<file path="src/rtl/seq_add_pkg.sv">
// Shared constants, FSM state type and parameter check for the sequential nibble adder.
package seq_add_pkg;

  localparam int unsigned NIB_W = 4;

  typedef enum logic [1:0] {
    IDLE = 2'd0,
    RUN  = 2'd1,
    DONE = 2'd2
  } state_t;

  // Operand width must be a whole number of nibbles, at least one.
  function automatic bit width_ok(input int unsigned w);
    return (w >= NIB_W) && ((w % NIB_W) == 0);
  endfunction

endpackage

</file>
<file path="src/rtl/add4_slice.sv">
// 4-bit ripple-carry slice built from full-adder cells; also exposes carry into bit 3.
module add4_slice
  import seq_add_pkg::*;
(
  input  logic [NIB_W-1:0] a,
  input  logic [NIB_W-1:0] b,
  input  logic             ci,
  output logic [NIB_W-1:0] s,
  output logic             co,
  output logic             c3
);

  logic [NIB_W:0] c;

  // Ripple chain of full adders.
  always_comb begin
    c    = '0;
    s    = '0;
    c[0] = ci;
    for (int unsigned i = 0; i < NIB_W; i++) begin
      s[i]   = a[i] ^ b[i] ^ c[i];
      c[i+1] = (a[i] & b[i]) | (c[i] & (a[i] ^ b[i]));
    end
  end

  assign co = c[NIB_W];
  assign c3 = c[NIB_W-1];

endmodule

</file>
<file path="src/rtl/seq_nibble_adder.sv">
// Sequential adder: one nibble per cycle through a shared 4-bit slice.
// Optional SEQ_ADD_SUB_EN adds a 'sub' port selecting a-b.
module seq_nibble_adder
  import seq_add_pkg::*;
#(
  parameter int unsigned W = 16
) (
  input  logic         clk,
  input  logic         rst_n,
  input  logic         in_valid,
  output logic         in_ready,
  input  logic [W-1:0] a,
  input  logic [W-1:0] b,
  input  logic         cin,
`ifdef SEQ_ADD_SUB_EN
  input  logic         sub,
`endif
  output logic         out_valid,
  input  logic         out_ready,
  output logic [W-1:0] sum,
  output logic         cout,
  output logic         ovf
);

  localparam int unsigned NIB_CNT = W / NIB_W;
  localparam int unsigned KW      = (NIB_CNT > 1) ? $clog2(NIB_CNT) : 1;
  localparam logic [KW-1:0] K_LAST = KW'(NIB_CNT - 1);

  // Elaboration-time guard on the operand width.
  if (!width_ok(W)) begin : g_bad_width
    $error("seq_nibble_adder: W must be a multiple of 4 and at least 4");
  end

  state_t          state;
  state_t          state_next;
  logic [KW-1:0]   k;
  logic [W-1:0]    op_a;
  logic [W-1:0]    op_b;
  logic            carry;
  logic            accept;
  logic            last;
  logic [NIB_W-1:0] nib_a;
  logic [NIB_W-1:0] nib_b;
  logic [NIB_W-1:0] slice_s;
  logic            slice_co;
  logic            slice_c3;
  logic [W-1:0]    b_eff;
  logic            c_eff;

  assign last  = (k == K_LAST);
  assign nib_a = NIB_W'(op_a >> (NIB_W * k));
  assign nib_b = NIB_W'(op_b >> (NIB_W * k));

`ifdef SEQ_ADD_SUB_EN
  assign b_eff = sub ? ~b : b;
  assign c_eff = sub ? 1'b1 : cin;
`else
  assign b_eff = b;
  assign c_eff = cin;
`endif

  add4_slice u_slice (
    .a  (nib_a),
    .b  (nib_b),
    .ci (carry),
    .s  (slice_s),
    .co (slice_co),
    .c3 (slice_c3)
  );

  // Next-state decode.
  always_comb begin
    state_next = state;
    accept     = 1'b0;
    case (state)
      IDLE: begin
        if (in_valid) begin
          accept     = 1'b1;
          state_next = RUN;
        end
      end
      RUN: begin
        if (last) state_next = DONE;
      end
      DONE: begin
        if (out_ready) state_next = IDLE;
      end
      default: state_next = IDLE;
    endcase
  end

  // State register with registered handshake outputs.
  always_ff @(posedge clk or negedge rst_n) begin
    if (!rst_n) begin
      state     <= IDLE;
      in_ready  <= 1'b1;
      out_valid <= 1'b0;
    end else begin
      state     <= state_next;
      in_ready  <= (state_next == IDLE);
      out_valid <= (state_next == DONE);
    end
  end

  // Operand capture and per-nibble accumulation.
  always_ff @(posedge clk or negedge rst_n) begin
    if (!rst_n) begin
      op_a  <= '0;
      op_b  <= '0;
      carry <= 1'b0;
      k     <= '0;
      sum   <= '0;
      cout  <= 1'b0;
      ovf   <= 1'b0;
    end else if (accept) begin
      op_a  <= a;
      op_b  <= b_eff;
      carry <= c_eff;
      k     <= '0;
    end else if (state == RUN) begin
      for (int unsigned i = 0; i < NIB_CNT; i++) begin
        if (KW'(i) == k) sum[i*NIB_W +: NIB_W] <= slice_s;
      end
      carry <= slice_co;
      k     <= k + KW'(1);
      if (last) begin
        cout <= slice_co;
        ovf  <= slice_c3 ^ slice_co;
      end
    end
  end

endmodule

</file>
<file path="config.mk">
export PLATFORM = sky130hd
export DESIGN_NAME = seq_nibble_adder
export DESIGN_NICKNAME = d
export VERILOG_FILES = /design/src/rtl/seq_add_pkg.sv /design/src/rtl/add4_slice.sv /design/src/rtl/seq_nibble_adder.sv
export SDC_FILE = /design/constraint.sdc
export NUM_CORES = 1
export LEC_CHECK = 0
export ABC_AREA = 1
export ABC_CLOCK_PERIOD_IN_PS = 2800
export CAP_MARGIN = 30
export CELL_PAD_IN_SITES_DETAIL_PLACEMENT = 1
export CELL_PAD_IN_SITES_GLOBAL_PLACEMENT = 1
export CORE_UTILIZATION = 42
export DETAILED_ROUTE_END_ITERATION = 6
export DONT_BUFFER_PORTS = 1
export HOLD_SLACK_MARGIN = 0.1
export PLACE_DENSITY_LB_ADDON = 0.1
export SLEW_MARGIN = 5
export SYNTH_ARGS = -nofsm -noshare
export SYNTH_HDL_FRONTEND = slang
export SYNTH_SLANG_ARGS = --single-unit
</file>
<file path="constraint.sdc">
create_clock -name clk -period 2.8 [get_ports clk]
set_input_delay 0.42 -clock clk [delete_from_list [all_inputs] [get_ports clk]]
set_output_delay 0.42 -clock clk [all_outputs]
set_load 0.1 [all_outputs]
</file>
==> flow_summary_export.csv, run 1 <==
group,metric,value,unit
setup_path,crit_required,3.05,ns
routing,ant_nets,0,
cts,worstSkewPairLatency,0.33,ns
final_layout,area_delta_synth_final,10.3,%
min_path,holdPathStages,1,
final_layout,design_area,0.00292,sq mm
die,die_height,81.4,microns
setup_path,worstReg2RegEnd,"sum[11]",
routing,vias,1902,
cts,h-tree-depth,3,
routing,wl_per_cell,14.6,microns
final_layout,drive_gt1_share,13.7,%
setup_path,slowest_delay,0.46,ns
timing,rsz0062_at_grt,"false",
global_routing,antenna_found_initial,0,
setup_path,critPathMaxFanout,14,
global_routing,grt_overflow_total,0,
cts,cts_tree,"yes",
timing,fmax,385,MHz
final_layout,fin_cells,381,
timing,slew_headroom,39.0,%
synthesis,yosys_warnings,0,
synthesis,syn_area_per_cell,8.98,sq um
outcome,status,"finished clean",
setup_path,start_kind,"register",
setup_path,cpMostUsedCell,"inv_1",
cts,numCtsBuffers,9,
setup_path,crit_type,"reg2reg",
synthesis,synthCells,295,
cts,clk_path_buf_depth,2,
die,fp-row-count,28,
setup_path,cp.depth,11,
die,design.core.area,0.00599,sq mm
die,boundaryPins,57,
setup_path,reg2regPathDepth,11,
synthesis,synth_cell_types,24,
setup_path,worstSetupEndpointType,"register",
final_layout,fillers,696,
die,die_area,0.00663,sq mm
timing,tns,0,ns
final_layout,n_antenna_cell,0,
synthesis,seq_area_frac_synth,53.9,%
timing,tightestPinTransition,0.915,ns
synthesis,synthesis.nets,340,
setup_path,crit_buf_inv,4,
setup_path,critPathTopFamily,"adder cells",
routing,drtIter0Drc,49,
place,gp_congestion,0.802,
setup_path,crit_chain,"buf_4 > o21ai_0 > nand2_1 > fa_1 > inv_1 > fa_1 > inv_1 > fa_2 > inv_1 > fa_2 > o21ai_1",
timing,setup_viol,0,
min_path,hold_path_end,"out_valid",
routing,drc_errors,0,
setup_path,crit_arrival,2.85,ns
place,io_buffers,0,
synthesis,syn_area,0.00265,sq mm
setup_path,r2r_start,"k[0]",
global_routing,grt_pass1_vias,1896,
min_path,hp-start,"out_ready",
cts,clkTransAtPathRegs,0.07,ns
synthesis,ys_ff_latch,57,
routing,wirelength,5560,microns
min_path,hold_class,"in2reg",
die,fp.dieW,81.4,microns
routing,routed_via_density,4.99,
timing,final.min_clock_period,2.60,ns
place,dp.cells,364,
global_routing,grt_start_max_net_pins,58,
routing,drt-pass1-iter-count,4,
timing,finalHoldViolations,0,
flow_run,drv_cap,0,
place,placed_cell_area,0.00269,sq mm
timing,skew,0.0117,ns
timing,timing.final.crit_share,92.7,%
timing,maxSlewViolCount,0,
setup_path,critPathSlowestCell,"fa_2",
die,start_util,44.2,%
setup_path,r2r_slack,0.20,ns
place,post-dp-hpwl,4040,microns
global_routing,grt_pass1_wl,9070,microns
cts,cts-root-buf,"clkbuf_8",
final_layout,nets,347,
global_routing,grt.total_usage,18.9,%
cts,clock-sinks,57,
[per-layer routing]
layer  share of wire, %  track usage [%]  up-vias  routed length, microns
met2                 50             30.4       44                    2780
li1                   -                -      932                       -
met4                1.1             6.96        0                      63
met1                 45             23.5      916                    2500
met5                  0                0        -                       0
met3                3.9             6.11       10                     219
[kinds of logic (layout without fill, tap and decap cells)]
group,Yosys count,in the layout,share of synthesized area [%]
buffers and inverters,54,65,9.82
adders and majority gates,8,8,4.91
xor gates and xnor gates,1,1,0.331
and+or+nand+nor,111,111,16.8
DFF,57,57,53.9
AOI/OAI and AO/OA,64,64,14.3
[cell usage in the layout, fill, tap and decap left out, types with 4 or more instances in the layout]
master / netlist / layout
a21oi_2: 4 / 4
buf_4: 0 / 6
clkbuf_8: 0 / 11
dfrtp_1: 56 / 56
ha_1: 4 / 4
inv_1: 41 / 40
nand2_1: 86 / 86
nand3_1: 9 / 9
nor2_1: 13 / 13
o211ai_1: 4 / 4
o21ai_0: 40 / 36
o21ai_1: 7 / 11
o21ai_2: 9 / 9
[state kept, by name, summed over array words and instances (netlist names)]
register / count
op_a: 16
op_b: 16
sum: 16
k: 2
state: 2
carry: 1
cout: 1
in_ready: 1
out_valid: 1
ovf: 1
[area by class of cell]
class / count / area (sq um) / area share [%]
Clock buffer: 12 / 155 / 5.31
Clock inverter: 3 / 40.0 / 1.37
Inverter: 42 / 158 / 5.39
Multi-Input combinational cell: 184 / 967 / 33.1
Sequential cell: 57 / 1430 / 48.8
Tap cell: 75 / 93.8 / 3.21
Timing Repair Buffer: 8 / 82.6 / 2.82
[worst max-delay path by stage]
stage	from	endpoint	slack (ns)
CTS	k[0]	sum[11]	0.02
global placement	k[0]	sum[11]	0.14
floorplan	k[0]	sum[11]	0.12
detailed placement	k[0]	sum[7]	0.05
finish	k[0]	sum[11]	0.20
global route	k[0]	sum[11]	0.04
[cell usage after synthesis]
master	number	area share (%)
a21oi_2	4	1.3
buf_1	1	0.14
buf_12	1	0.76
buf_2	3	0.57
buf_6	2	0.85
buf_8	2	1.1
clkbuf_1	3	0.42
dfrtp_1	56	53
dfstp_2	1	0.99
fa_1	4	3.0
ha_1	4	1.9
inv_1	41	5.8
inv_2	1	0.14
nand2_1	86	12
nand2_2	1	0.24
nand3_1	9	1.7
nand3_2	1	0.38
nor2_1	13	1.8
nor2_4	1	0.42
o211ai_1	4	1.1
o21ai_0	40	7.6
o21ai_1	7	1.3
o21ai_2	9	3.0
xor2_1	1	0.33
[metrics by stage]
step / setup WS, ns / utilization, % / hold WS [ns]
detailed placement: 0.0496 / 44.8 / 0.125
floorplan: 0.117 / - / 0.124
global route: 0.0381 / 48.8 / 0.188
finish: 0.204 / 48.8 / 0.188
global placement: 0.135 / 44.8 / 0.126
CTS: 0.0225 / 48.7 / 0.172
[repair_timing]
action                                  in CTS  in global routing
endpoints found under the hold margin       57                  0
gates resized for setup                      0                  7
endpoints found under the setup margin       0                  5
setup buffers                                0                  0
hold buffers                                 2                  0
Power of run 1 is not shown: default switching activity piles up to over one toggle a cycle in this logic, so the estimate is an artifact.
==> run 2, diff against run 1 <==
--- a/config.mk
+++ b/config.mk
@@ -6,7 +6,6 @@
 export NUM_CORES = 1
 export LEC_CHECK = 0
 export ABC_AREA = 1
-export ABC_CLOCK_PERIOD_IN_PS = 2800
 export CAP_MARGIN = 30
 export CELL_PAD_IN_SITES_DETAIL_PLACEMENT = 1
 export CELL_PAD_IN_SITES_GLOBAL_PLACEMENT = 1
==> results of run 2 <==
Final layout, timing and power as in run 1 (identical DEF).
Power of run 2 is left out for the same reason.
==> run 3, diff against run 2 <==
--- a/config.mk
+++ b/config.mk
@@ -17,4 +17,5 @@
 export SLEW_MARGIN = 5
 export SYNTH_ARGS = -nofsm -noshare
 export SYNTH_HDL_FRONTEND = slang
+export SYNTH_HIERARCHICAL = 1
 export SYNTH_SLANG_ARGS = --single-unit
==> flow_summary_export.csv, run 3 <==
group,metric,value,unit
setup_path,crit_type,"reg2reg",
synthesis,yosysMostFrequentCell,"nand2_1",
min_path,hp-start,"out_ready",
final_layout,fillers,701,
timing,setup_viol,0,
final_layout,design_area,0.00297,sq mm
synthesis,synth_top_cell_area_share,53.3,%
die,fp-row-count,28,
synthesis,synthCells,299,
place,post-dp-hpwl,4140,microns
global_routing,grt_start_max_net_pins,58,
timing,final.min_clock_period,2.58,ns
cts,worstSkewPairLatency,0.35,ns
timing,tns,0,ns
final_layout,final_common_cell,"nand2_1",
final_layout,nets,354,
global_routing,grt_overflow_total,0,
setup_path,crit_buf_inv,4,
routing,vias,1907,
synthesis,synth_top_area_cell,"dfrtp_1",
cts,h-tree-depth,3,
setup_path,reg2regPathDepth,13,
synthesis,syn_area,0.00263,sq mm
routing,routed_via_density,4.90,
routing,drt-pass1-iter-count,4,
synthesis,synthesis.nets,344,
setup_path,worstSetupEndpointType,"register",
synthesis,async_reset_ff_share,100,%
setup_path,start_kind,"register",
timing,finalHoldViolations,0,
cts,numCtsBuffers,9,
global_routing,met2_usage,30.4,%
outcome,status,"finished clean",
global_routing,grt_pass1_vias,1986,
synthesis,yosys_warnings,6,
die,boundaryPins,57,
synthesis,synthTopCellsByCount,"71 x nand2_1, 56 x dfrtp_1, 48 x inv_1",
flow_run,drv_cap,0,
routing,drtIter0Drc,63,
timing,tightestPinTransition,0.917,ns
global_routing,antenna_found_initial,0,
routing,ant_nets,0,
die,start_util,43.9,%
place,placed_cell_area,0.00268,sq mm
final_layout,area_delta_synth_final,12.9,%
global_routing,grt.total_usage,21.6,%
routing,wl_per_cell,15.9,microns
final_layout,n_antenna_cell,0,
setup_path,r2r_start,"k[0]",
cts,clk_path_buf_depth,2,
die,die_height,81.1,microns
setup_path,crit_chain,"clkinv_4 > nor2_1 > nor2_1 > o21ai_0 > nand2_1 > fa_1 > inv_1 > fa_1 > fa_1 > inv_2 > fa_1 > inv_2 > o21ai_0",
setup_path,cpMostUsedCell,"fa_1",
final_layout,drive_gt1_share,12.1,%
synthesis,ys_ff_latch,57,
routing,wirelength,6170,microns
synthesis,synth_cell_types,20,
min_path,holdPathStages,1,
setup_path,critPathTopFamily,"adder cells",
cts,clkTransAtPathRegs,0.06,ns
timing,fmax,388,MHz
cts,cts-root-buf,"clkbuf_8",
synthesis,synth_ff_type,"dfrtp_1",
timing,slew_headroom,38.9,%
setup_path,crit_arrival,2.80,ns
synthesis,synth_edf_count,0,
setup_path,critPathMaxFanout,11,
synthesis,syn_area_per_cell,8.80,sq um
min_path,hold_class,"in2reg",
synthesis,synth_area_leaders,"dfrtp_1 53%, nand2_1 10%, o21ai_0 8.8%",
setup_path,crit_required,3.02,ns
final_layout,top_regs,"op_a: 16 flops, op_b: 16 flops, sum: 16 flops",
place,gp_congestion,0.798,
global_routing,gr-usage-met3,7.87,%
setup_path,critPathSlowestCell,"fa_1",
routing,drc_errors,0,
cts,cts_tree,"yes",
timing,skew,0.0164,ns
min_path,hold_path_end,"out_valid",
global_routing,grt_pass1_wl,10000,microns
cts,clock-sinks,57,
setup_path,r2r_slack,0.22,ns
die,die_area,0.00658,sq mm
final_layout,layout_common_cells,"71 x nand2_1, 55 x dfrtp_1, 46 x inv_1",
timing,whs,0.182,ns
timing,timing.final.crit_share,92.0,%
setup_path,worstReg2RegEnd,"sum[3]",
global_routing,grt.busiest_layer,"met1",
setup_path,slowest_delay,0.42,ns
synthesis,seq_area_frac_synth,54.3,%
die,design.core.area,0.00599,sq mm
timing,maxSlewViolCount,0,
die,fp.dieW,81.1,microns
place,io_buffers,0,
global_routing,met1_usage,30.5,%
[run 3: changes by cell type after synthesis, moves of 6 or more]
cell | before | now
o21ai_0 | 40 | 46
nand2_1 | 86 | 71
nor2_1 | 13 | 25
o21ai_2 | 9 | 0
inv_1 | 41 | 48
nand3_1 | 9 | 1
[run 3: cell families after synthesis]
group,Yosys count,synth area share [%]
compound gates,72,15.0
simple gates,99,14.7
xor+xnor,1,0.333
flops,57,54.3
fa+ha+maj,8,4.95
buf+inv,62,10.7
[run 3: repair_timing]
action,in CTS,in global routing
setup endpoints to repair,0,6
hold buffers,2,0
setup buffers,0,3
resized for setup,0,6
hold endpoints to repair,57,0
[run 3: final cells by class]
class                           instances  area, sq um  area share [%]
Clock buffer                           11          151            5.10
Clock inverter                          5         77.6            2.61
Inverter                               50          193            6.49
Multi-Input combinational cell        180          921            31.0
Sequential cell                        57         1430            48.1
Tap cell                               75         93.8            3.16
Timing Repair Buffer                   11          105            3.54
[run 3: routing by layer]
| metal | vias to the layer above | share of wire, % |
|---|---|---|
| li1 | 953 | - |
| met1 | 901 | 51 |
| met2 | 49 | 43 |
| met3 | 4 | 4.6 |
| met4 | 0 | 0.96 |
| met5 | - | 0 |
[run 3: how the worst max path moves through the flow]
stage,start,endpoint,cells past startpoint
2_1_floorplan,k[1],sum[11],12
5_1_grt,k[0],sum[15],13
3_5_place_dp,k[0],sum[11],13
4_1_cts,k[0],sum[3],13
6_report,k[0],sum[3],13
3_3_place_gp,k[0],sum[11],13
[run 3: per-stage QoR]
step	cells	util [%]	setup WS (ns)
floorplan	299	-	0.0733
global placement	368	44.7	0.123
detailed placement	368	44.7	0.0366
CTS	386	49.1	0.0321
global route	389	49.6	-0.00733
finish	389	49.6	0.224
Power of run 3 is left out for the same reason.
